[src/rtl/mouse_dir_tracker.sv]
// Motion/direction tracker for binned PS/2 mouse coordinates: signed deltas,
// 3x3 one-hot direction with dead zone and hold timer, button edges, event count.
module mouse_dir_tracker #(
  parameter int unsigned COORD_W     = 11,
  parameter int unsigned DEADZONE    = 1,
  parameter int unsigned HOLD_CYCLES = 8,
  parameter int unsigned CNT_W       = 16
) (
  input  logic               PS2_CLK,
  input  logic               reset,
  input  logic               sample_valid,
  input  logic [COORD_W-1:0] x_in,
  input  logic [COORD_W-1:0] y_in,
  input  logic [2:0]         btn_in,
  output logic [8:0]         MS_DIR,
  output logic [COORD_W:0]   dx,
  output logic [COORD_W:0]   dy,
  output logic               dir_valid,
  output logic               moving,
  output logic [2:0]         btn_press,
  output logic [2:0]         btn_release,
  output logic [CNT_W-1:0]   motion_cnt
);

  localparam int unsigned DW     = COORD_W + 1;
  localparam int unsigned HOLD_W = $clog2(HOLD_CYCLES + 1);
  localparam logic [8:0]  CENTRE = 9'b000010000;
  localparam logic signed [DW-1:0] DZ = DW'(DEADZONE);

  typedef enum logic [1:0] {UNPRIMED, STILL, MOVING} state_t;

  state_t             state, state_n;
  logic [COORD_W-1:0] prev_x, prev_x_n, prev_y, prev_y_n;
  logic [2:0]         prev_btn, prev_btn_n;
  logic [HOLD_W-1:0]  hold, hold_n;
  logic [8:0]         ms_dir_n;
  logic [DW-1:0]      dx_n, dy_n;
  logic               dir_valid_n, moving_n;
  logic [2:0]         press_n, release_n;
  logic [CNT_W-1:0]   cnt_n;

  logic signed [DW-1:0] delta_x_c, delta_y_c;
  logic [1:0]           col_c, row_c;
  logic [3:0]           idx_c;
  logic                 qualifying_c;
  logic [CNT_W-1:0]     cnt_inc_c;

  // Delta and 3x3 classification of the incoming sample
  always_comb begin
    delta_x_c = $signed({1'b0, x_in} - {1'b0, prev_x});
    delta_y_c = $signed({1'b0, y_in} - {1'b0, prev_y});
    col_c = (delta_x_c < -DZ) ? 2'd0 : (delta_x_c > DZ) ? 2'd2 : 2'd1;
    row_c = (delta_y_c < -DZ) ? 2'd0 : (delta_y_c > DZ) ? 2'd2 : 2'd1;
    idx_c = 4'(row_c) * 4'd3 + 4'(col_c);
    qualifying_c = (row_c != 2'd1) || (col_c != 2'd1);
    cnt_inc_c = (motion_cnt != {CNT_W{1'b1}}) ? motion_cnt + CNT_W'(1) : motion_cnt;
  end

  // Next-state and next-output logic
  always_comb begin
    state_n     = state;
    prev_x_n    = prev_x;
    prev_y_n    = prev_y;
    prev_btn_n  = prev_btn;
    hold_n      = hold;
    ms_dir_n    = MS_DIR;
    dx_n        = dx;
    dy_n        = dy;
    dir_valid_n = 1'b0;
    press_n     = 3'b000;
    release_n   = 3'b000;
    cnt_n       = motion_cnt;

    if (sample_valid) begin
      prev_x_n   = x_in;
      prev_y_n   = y_in;
      prev_btn_n = btn_in;
    end

    case (state)
      UNPRIMED: begin
        if (sample_valid) state_n = STILL;
      end
      STILL: begin
        if (sample_valid && qualifying_c) begin
          ms_dir_n = 9'(1) << idx_c;
          hold_n   = HOLD_W'(HOLD_CYCLES);
          cnt_n    = cnt_inc_c;
          state_n  = MOVING;
        end
      end
      MOVING: begin
        if (sample_valid && qualifying_c) begin
          ms_dir_n = 9'(1) << idx_c;
          hold_n   = HOLD_W'(HOLD_CYCLES);
          cnt_n    = cnt_inc_c;
        end else if (hold <= HOLD_W'(1)) begin
          hold_n   = '0;
          ms_dir_n = CENTRE;
          state_n  = STILL;
        end else begin
          hold_n = hold - HOLD_W'(1);
        end
      end
      default: state_n = UNPRIMED;
    endcase

    // Deltas and button edges are reported for every primed sample
    if (sample_valid && state != UNPRIMED) begin
      dx_n        = delta_x_c;
      dy_n        = delta_y_c;
      dir_valid_n = 1'b1;
      press_n     = btn_in & ~prev_btn;
      release_n   = ~btn_in & prev_btn;
    end

    moving_n = (state_n == MOVING);
  end

  always_ff @(posedge PS2_CLK) begin
    if (reset) begin
      state       <= UNPRIMED;
      prev_x      <= '0;
      prev_y      <= '0;
      prev_btn    <= '0;
      hold        <= '0;
      MS_DIR      <= CENTRE;
      dx          <= '0;
      dy          <= '0;
      dir_valid   <= 1'b0;
      moving      <= 1'b0;
      btn_press   <= '0;
      btn_release <= '0;
      motion_cnt  <= '0;
    end else begin
      state       <= state_n;
      prev_x      <= prev_x_n;
      prev_y      <= prev_y_n;
      prev_btn    <= prev_btn_n;
      hold        <= hold_n;
      MS_DIR      <= ms_dir_n;
      dx          <= dx_n;
      dy          <= dy_n;
      dir_valid   <= dir_valid_n;
      moving      <= moving_n;
      btn_press   <= press_n;
      btn_release <= release_n;
      motion_cnt  <= cnt_n;
    end
  end

endmodule

[config.mk]
export PLATFORM = sky130hd
export DESIGN_NAME = mouse_dir_tracker
export DESIGN_NICKNAME = d
export VERILOG_FILES = /design/src/rtl/mouse_dir_tracker.sv
export SDC_FILE = /design/constraint.sdc
export NUM_CORES = 1
export LEC_CHECK = 0
export BUFFER_PORTS_ARGS = -buffer_cell sky130_fd_sc_hd__buf_2
export CELL_PAD_IN_SITES_DETAIL_PLACEMENT = 1
export CELL_PAD_IN_SITES_GLOBAL_PLACEMENT = 1
export CORE_ASPECT_RATIO = 0.6
export CORE_MARGIN = 5
export CORE_UTILIZATION = 35
export CTS_CLUSTER_SIZE = 16
export DETAILED_ROUTE_END_ITERATION = 16
export GPL_ROUTABILITY_DRIVEN = 0
export PLACE_DENSITY = 0.75
export REMOVE_ABC_BUFFERS = 1
export SLEW_MARGIN = 25
export SYNTH_ARGS = -nofsm -noshare
export SYNTH_HDL_FRONTEND = slang
export SYNTH_SLANG_ARGS = --single-unit
[constraint.sdc]
create_clock -name PS2_CLK -period 4.5 [get_ports PS2_CLK]
set_input_delay 0.225 -clock PS2_CLK [delete_from_list [all_inputs] [get_ports PS2_CLK]]
set_output_delay 0.225 -clock PS2_CLK [all_outputs]
set_load 0.01 [all_outputs]
# ---- Word-level counts from Yosys, hierarchy flattened
# Index checks and enable logic that the tools add are counted.
dict set report op_classes {
  add_sub_neg 5
  mul 1
  n_lt_le_gt_ge 5
  n_eq_ne 8
  shifts 1
  n_mux 18
  bitwise 5
  reduce_logical 11
}
# operator n
set ops {}
lappend ops {{9-bit 2-to-1 mux} 3}
lappend ops {{12-bit by 2-bit greater-than comparator with 1-bit output (second input constant)} 2}
lappend ops {{12-bit by 1-bit less-than comparator with 1-bit output (second input constant)} 2}
lappend ops {{11-bit by 11-bit subtractor with 12-bit output} 2}
lappend ops {{9-bit case mux with 2 select lines} 1}
lappend ops {{16-bit by 1-bit adder with 16-bit output (second input constant)} 1}
lappend ops {{2-bit 2-to-1 mux} 8}
lappend ops {{16-bit != test (second input constant)} 1}
lappend ops {{4-bit 2-to-1 mux} 3}
lappend ops {{1-bit by 4-bit left shift with 9-bit output (first input constant)} 1}
lappend ops {{4-bit case mux with 2 select lines} 1}
lappend ops {{3-bit bitwise AND} 2}
lappend ops {{3-bit inverter} 2}
lappend ops {{2-bit case mux with 3 select lines} 1}
lappend ops {{3-bit AND reduction} 2}
lappend ops {{4-bit by 2-bit adder with 4-bit output} 1}
lappend ops {{2-bit == test (second input constant)} 2}
lappend ops {{4-bit by 1-bit <= comparator with 1-bit output (second input constant)} 1}
lappend ops {{2-bit by 2-bit multiplier with 4-bit output (second input constant)} 1}
lappend ops {{2-bit by 1-bit != test with 1-bit output (second input constant)} 2}
lappend ops {{2-bit nonzero test} 2}
lappend ops {{2-bit OR reduction} 2}
lappend ops {{4-bit by 1-bit subtractor with 4-bit output (second input constant)} 1}
lappend ops {{3-bit != test (second input constant)} 1}
lappend ops {{8 further kinds} 9}
dict set report totals {
  reg_bits 88
  wordCells 67
}

# ---- Depth between registers and ports, before layout
dict set report logic_depth {
  depth_word 10
  ltp_mapped 19
  depth_no_buf 19
}

# ---- Worst setup path after synthesis
# OpenSTA, ideal clock, no wires.
dict set report synth_timing {
  path_kind {register to register}
  from {register prev_y[0]}
  to {register MS_DIR[8]}
  setup_ns 0.092
  t_arrival_ns 4.786
  slack_ns -0.378
  path_stages_with_launch 18
  path_buffers 0
  period_less_slack_ns 4.878
  path_cell_list {dfxtp_1 -> ha_1 -> fa_1 -> and2b_1 -> o211ai_2 -> a31o_2 -> a2111oi_2 -> nand3_1 -> or4b_2 -> nor2_1 -> a31oi_1 -> fa_1 -> inv_1 -> ha_1 -> fa_1 -> nand2b_1 -> or4_1 -> o32ai_1}
}
dict set report synth_between {
  elab_chain_len 9
  elab_cells_between_ends 17
  classes_between {add/sub: 2; mul: 1; order compare: 2; eq/ne: 3; shift: 1; mux: 5; reduce/logical: 3}
}
# item line_no
set synth_rtl {}
lappend synth_rtl {{from (decl)} 33} ;# logic [COORD_W-1:0] prev_x, prev_x_n, prev_y, prev_y_n;
lappend synth_rtl {{from (signal assigned)} 138} ;# prev_y <= prev_y_n;
lappend synth_rtl {{11-bit by 11-bit subtractor with 12-bit output (*)} 51} ;# delta_y_c = $signed({1'b0, y_in} - {1'b0, prev_y});
lappend synth_rtl {{12-bit by 2-bit greater-than comparator with 1-bit output} 53} ;# row_c = (delta_y_c < -DZ) ? 2'd0 : (delta_y_c > DZ) ? 2'd2 : 2'd1;
lappend synth_rtl {{2-bit 2-to-1 mux} 53}
lappend synth_rtl {{2-bit 2-to-1 mux (*)} 53}
lappend synth_rtl {{2-bit by 2-bit multiplier with 4-bit output or 2-bit by 1-bit != test with 1-bit output (tied branches)} {54, 55}}
lappend synth_rtl {{4-bit by 2-bit adder with 4-bit output or 1-bit logical OR (tied branches)} {54, 55}}
lappend synth_rtl {{1-bit by 4-bit left shift with 9-bit output or 1-bit logical AND (tied branches)} --}
lappend synth_rtl {{9-bit 2-to-1 mux, or another cell as far along} 93} ;# if (sample_valid && qualifying_c) begin
lappend synth_rtl {{9-bit case mux with 2 select lines or 3-bit AND reduction (tied branches)} --}
lappend synth_rtl {{to (signal assigned)} 141} ;# MS_DIR <= ms_dir_n;
lappend synth_rtl {{to (decl)} 15} ;# output logic [8:0] MS_DIR,
# Mark *: on every way between the ends. The rest lies on a longest branch, timed or not. The select of a mux whose other input is x is not followed.
# A chain may end at the register's enable or synchronous reset.

# ---- Worst setup path after layout
dict set report layout_timing {
  from {register prev_y[0]}
  to {register MS_DIR[2]}
}
# The elaborated chain is that of the path after synthesis.

==> results.md <==
- Total Wirelength: 16.12 mm
- Fill count: 1759
- Synth Area per Inst: 8.402 um^2
- Max_cap viols: 0
- Reg area: 1763 um^2
- Synth Register Bits: 88
- Worst-path fanout max: 3
- # rows: 34
- Synth-to-layout area growth: 29.39%
- Outcome: finished with violations
- Initial antenna violation count: 0
- Total number of vias: 4942
- FF-to-FF Start: prev_y[0]
- Peak VDD IR: 0.0001786 V
- CTS Sinks: 88
- Int Pwr: 1.558 mW
- Cts bufs inserted: 9
- Final Skew: 13.71 ps
- Reg-to-reg setup timing slack: -410 ps
- # nets final: 809
- First-pass GRT wire length: 26.74 mm
- Pins Over Slew Limit: 0
- Root cell of the clock tree: clkbuf_16
- Fin util: 45.97%
- Clock share of power: 34.9%
- Asr flop ratio synth: 0%
- Setup-failing EPs final: 9
- P_leak: 2.977 nW
- Crit path capture type: flip-flop
- Post-route setup TNS: -3071 ps
- Period utilization: 109.2%
- Cell area after synthesis: 5109 um^2
- Post-route ant nets: 0
- Relative slew margins: 46.45%
- EDFF count, synth: 0
- Die Width: 166.0 um
- Unrepaired setup endpoints after global routing: true
- Setup ws final: -412.8 ps
- Initial cell density of the core: 35.53%
- Clock-pin slew on the worst setup and hold paths: 70 ps
- Commonest non-fill, non-tap cell in the layout: dfxtp_1
- Sequential cell area fraction in the yosys report: 34.48%
- Min-delay src: btn_in[2]
- DR iter-0 viols: 179
- DRC violation count after routing: 0
- Fin cells: 949
- Gate power share: 27.9%
- Yosys warns: 0
- Post-layout power: 2.281 mW
- Crit path arrival time: 5180 ps
- Ys flop type: dfxtp_1
- Commonest non-fill, non-tap cells in the layout: dfxtp_1, buf_2, nor2_1
- Placed Instances: 923
- Post-layout instance area: 6610 um^2
- GR Util All Layers: 18.72%
- Pre-Repair DR Iteration Count: 5
- Yosys cell types: 69
- IO Pins: 85
- Psw: 0.7230 mW
- Largest net degree at the start of global routing: 50
- Layout cells sized above 1: 27.96%
- Longest Clk Path Bufs: 2
- Slowest Stage Delay on Critical Path: 550 ps
- Cells along the critical path: ha_4 -> fa_2 -> and2b_2 -> o211ai_2 -> buf_4 -> nand4_1 -> a2111oi_4 -> nand3_1 -> or4b_4 -> nor2_4 -> a31oi_2 -> fa_1 -> inv_1 -> ha_2 -> fa_2 -> buf_4 -> or4_4 -> o22ai_1
- Final Hold Vio Count: 0
- Worst-Skew Late Latency: 350 ps
- WL/cell: 16.99 um
- Cells after synthesis: 608
- Failing checks: setup timing
- Crit path required time: 4770 ps
- R2r endpoint: MS_DIR[2]
- Switching share of power: 31.69%
- Worst-margin pin slew: 803.3 ps
- Cell accounting for the most synthesized area: dfxtp_1
- Critical Path Start Type: flip-flop
- H-tree levels: 3
- Multi-input logic area: 3157 um^2
- Post-synth top area share: 34.48%
- Placed Area: 6111 um^2
- Die area: 17190 um^2
- Cells on worst reg2reg path: 18
- Post-DP HPWL: 12.02 mm
- Port-buffer cells: 84
- Critical setup path kind: flip-flop to flip-flop
- Die height: 103.6 um
- N_diodes: 0
- Power per cell area: 345.1 nW/um^2
- Crit path time final: 4913 ps
- Max Clock Freq: 203.6 MHz
- Vias in the first global route: 5391
- Critical Path Source: prev_y[0]
- Grt total ovfl: 0
- Via-to-Cell Ratio: 5.208
- Crit path to: MS_DIR[2]
- Sequential group share of total power: 37.2%
- Core ar.: 14380 um^2
- CTS tree: built
- Top cells by area, synth: dfxtp_1, ha_1, nor2_1
- Hold Crit Class: primary input to flip-flop
- Worst path slowest cell: or4b_4
-- timing repair --
item,CTS,global route
hold endpoints to repair,0,0
endpoints found under the setup margin,9,9
pin swaps,14,9
gates resized for setup,20,1
hold buffers,0,0
buffers inserted,5,5
-- flip-flops by register name (all words and copies together) (netlist names), 3 cells and up --
| name | flops |
|---|---|
| hold | 4 |
| btn_press | 3 |
| dx | 12 |
| prev_y | 11 |
| prev_btn | 3 |
| motion_cnt | 16 |
| MS_DIR | 9 |
| prev_x | 11 |
| dy | 12 |
| btn_release | 3 |
-- cell type report --
class / instances / share of cell area, %
multi-input combinational: 443 / 47.76
sequential: 88 / 26.67
timing repair buffer: 153 / 14.20
tap: 198 / 3.748
clock buffer: 10 / 3.615
inverter: 51 / 2.896
clock inverter: 6 / 1.117
-- cells in the mapped netlist, types with 3 or more instances --
library cell   n
a2111oi_2      3
a211oi_1       6
a21o_1         7
a21oi_1       36
a221oi_1       3
and2_1         7
and3_1         8
and4_1         6
buf_1          4
buf_2          3
clkbuf_1      18
dfxtp_1       88
fa_1           4
ha_1          31
inv_1         51
mux2i_1       27
nand2_1       47
nand2b_1      16
nand3_1       10
nand4_1       17
nor2_1        73
nor2b_1        7
nor3_1        13
nor3b_1        9
nor4_1         3
o211ai_1       5
o21a_1         6
o21ai_0        8
o21ai_1        3
o22ai_1        7
o32ai_1        3
or2_2          6
or3_1          4
or4_1          5
xnor2_1        9
xor2_1        13
-- power by group through the flow --
stage | registers, mW | clock network (mW) | logic (mW)
floorplan | 0.870 | 0 | 0.326
global placement | 0.861 | 0 | 0.557
detailed placement | 0.865 | 0 | 0.591
CTS | 0.848 | 0.817 | 0.624
global route | 0.853 | 0.849 | 0.703
finish | 0.848 | 0.797 | 0.637
-- worst min path at each step --
stage,endpoint,cells after the start
floorplan,dx[11],1
global placement,btn_release[0],2
detailed placement,btn_release[2],2
CTS,btn_release[2],2
global route,btn_release[2],2
finish,btn_release[2],2
-- worst max-delay path, delay by kind of cell (launching register included) --
kind | cells | cell delay (ps)
compound gates | 4 | 870
fa+ha+maj | 5 | 1570
buf+inv | 3 | 380
flops | 1 | 350
simple gates | 6 | 1650
-- kinds of logic (layout without fill, tap and decap cells) --
family | Yosys count | in the layout | share of synthesized area, %
adder cells (fa/ha/maj) | 35 | 35 | 9.160
XOR/XNOR | 22 | 22 | 3.772
AO/OA/AOI/OAI | 113 | 113 | 16.02
AND/OR/NAND/NOR | 243 | 243 | 24.74
flip-flops | 88 | 88 | 34.48
buffers and inverters | 77 | 220 | 5.878
multiplexers | 30 | 30 | 5.951
-- through the flow --
stage               hold slack [ps]  setup WS, ps
detailed placement            430.5        -875.4
CTS                           50.27        -342.1
floorplan                     294.1        -378.6
global route                  52.92        -555.9
global placement              413.6        -566.7
finish                        63.63        -412.8
-- per-layer routing --
layer | vias up | wire, um | track usage [%]
met3 | 23 | 1019 | 5.520
met4 | 0 | 253 | 5.474
met2 | 134 | 7496 | 31.26
met5 | - | 0 | 0
li1 | 2410 | - | -
met1 | 2375 | 7354 | 23.54
No activity file was read; power rests on OpenSTA's default activity.
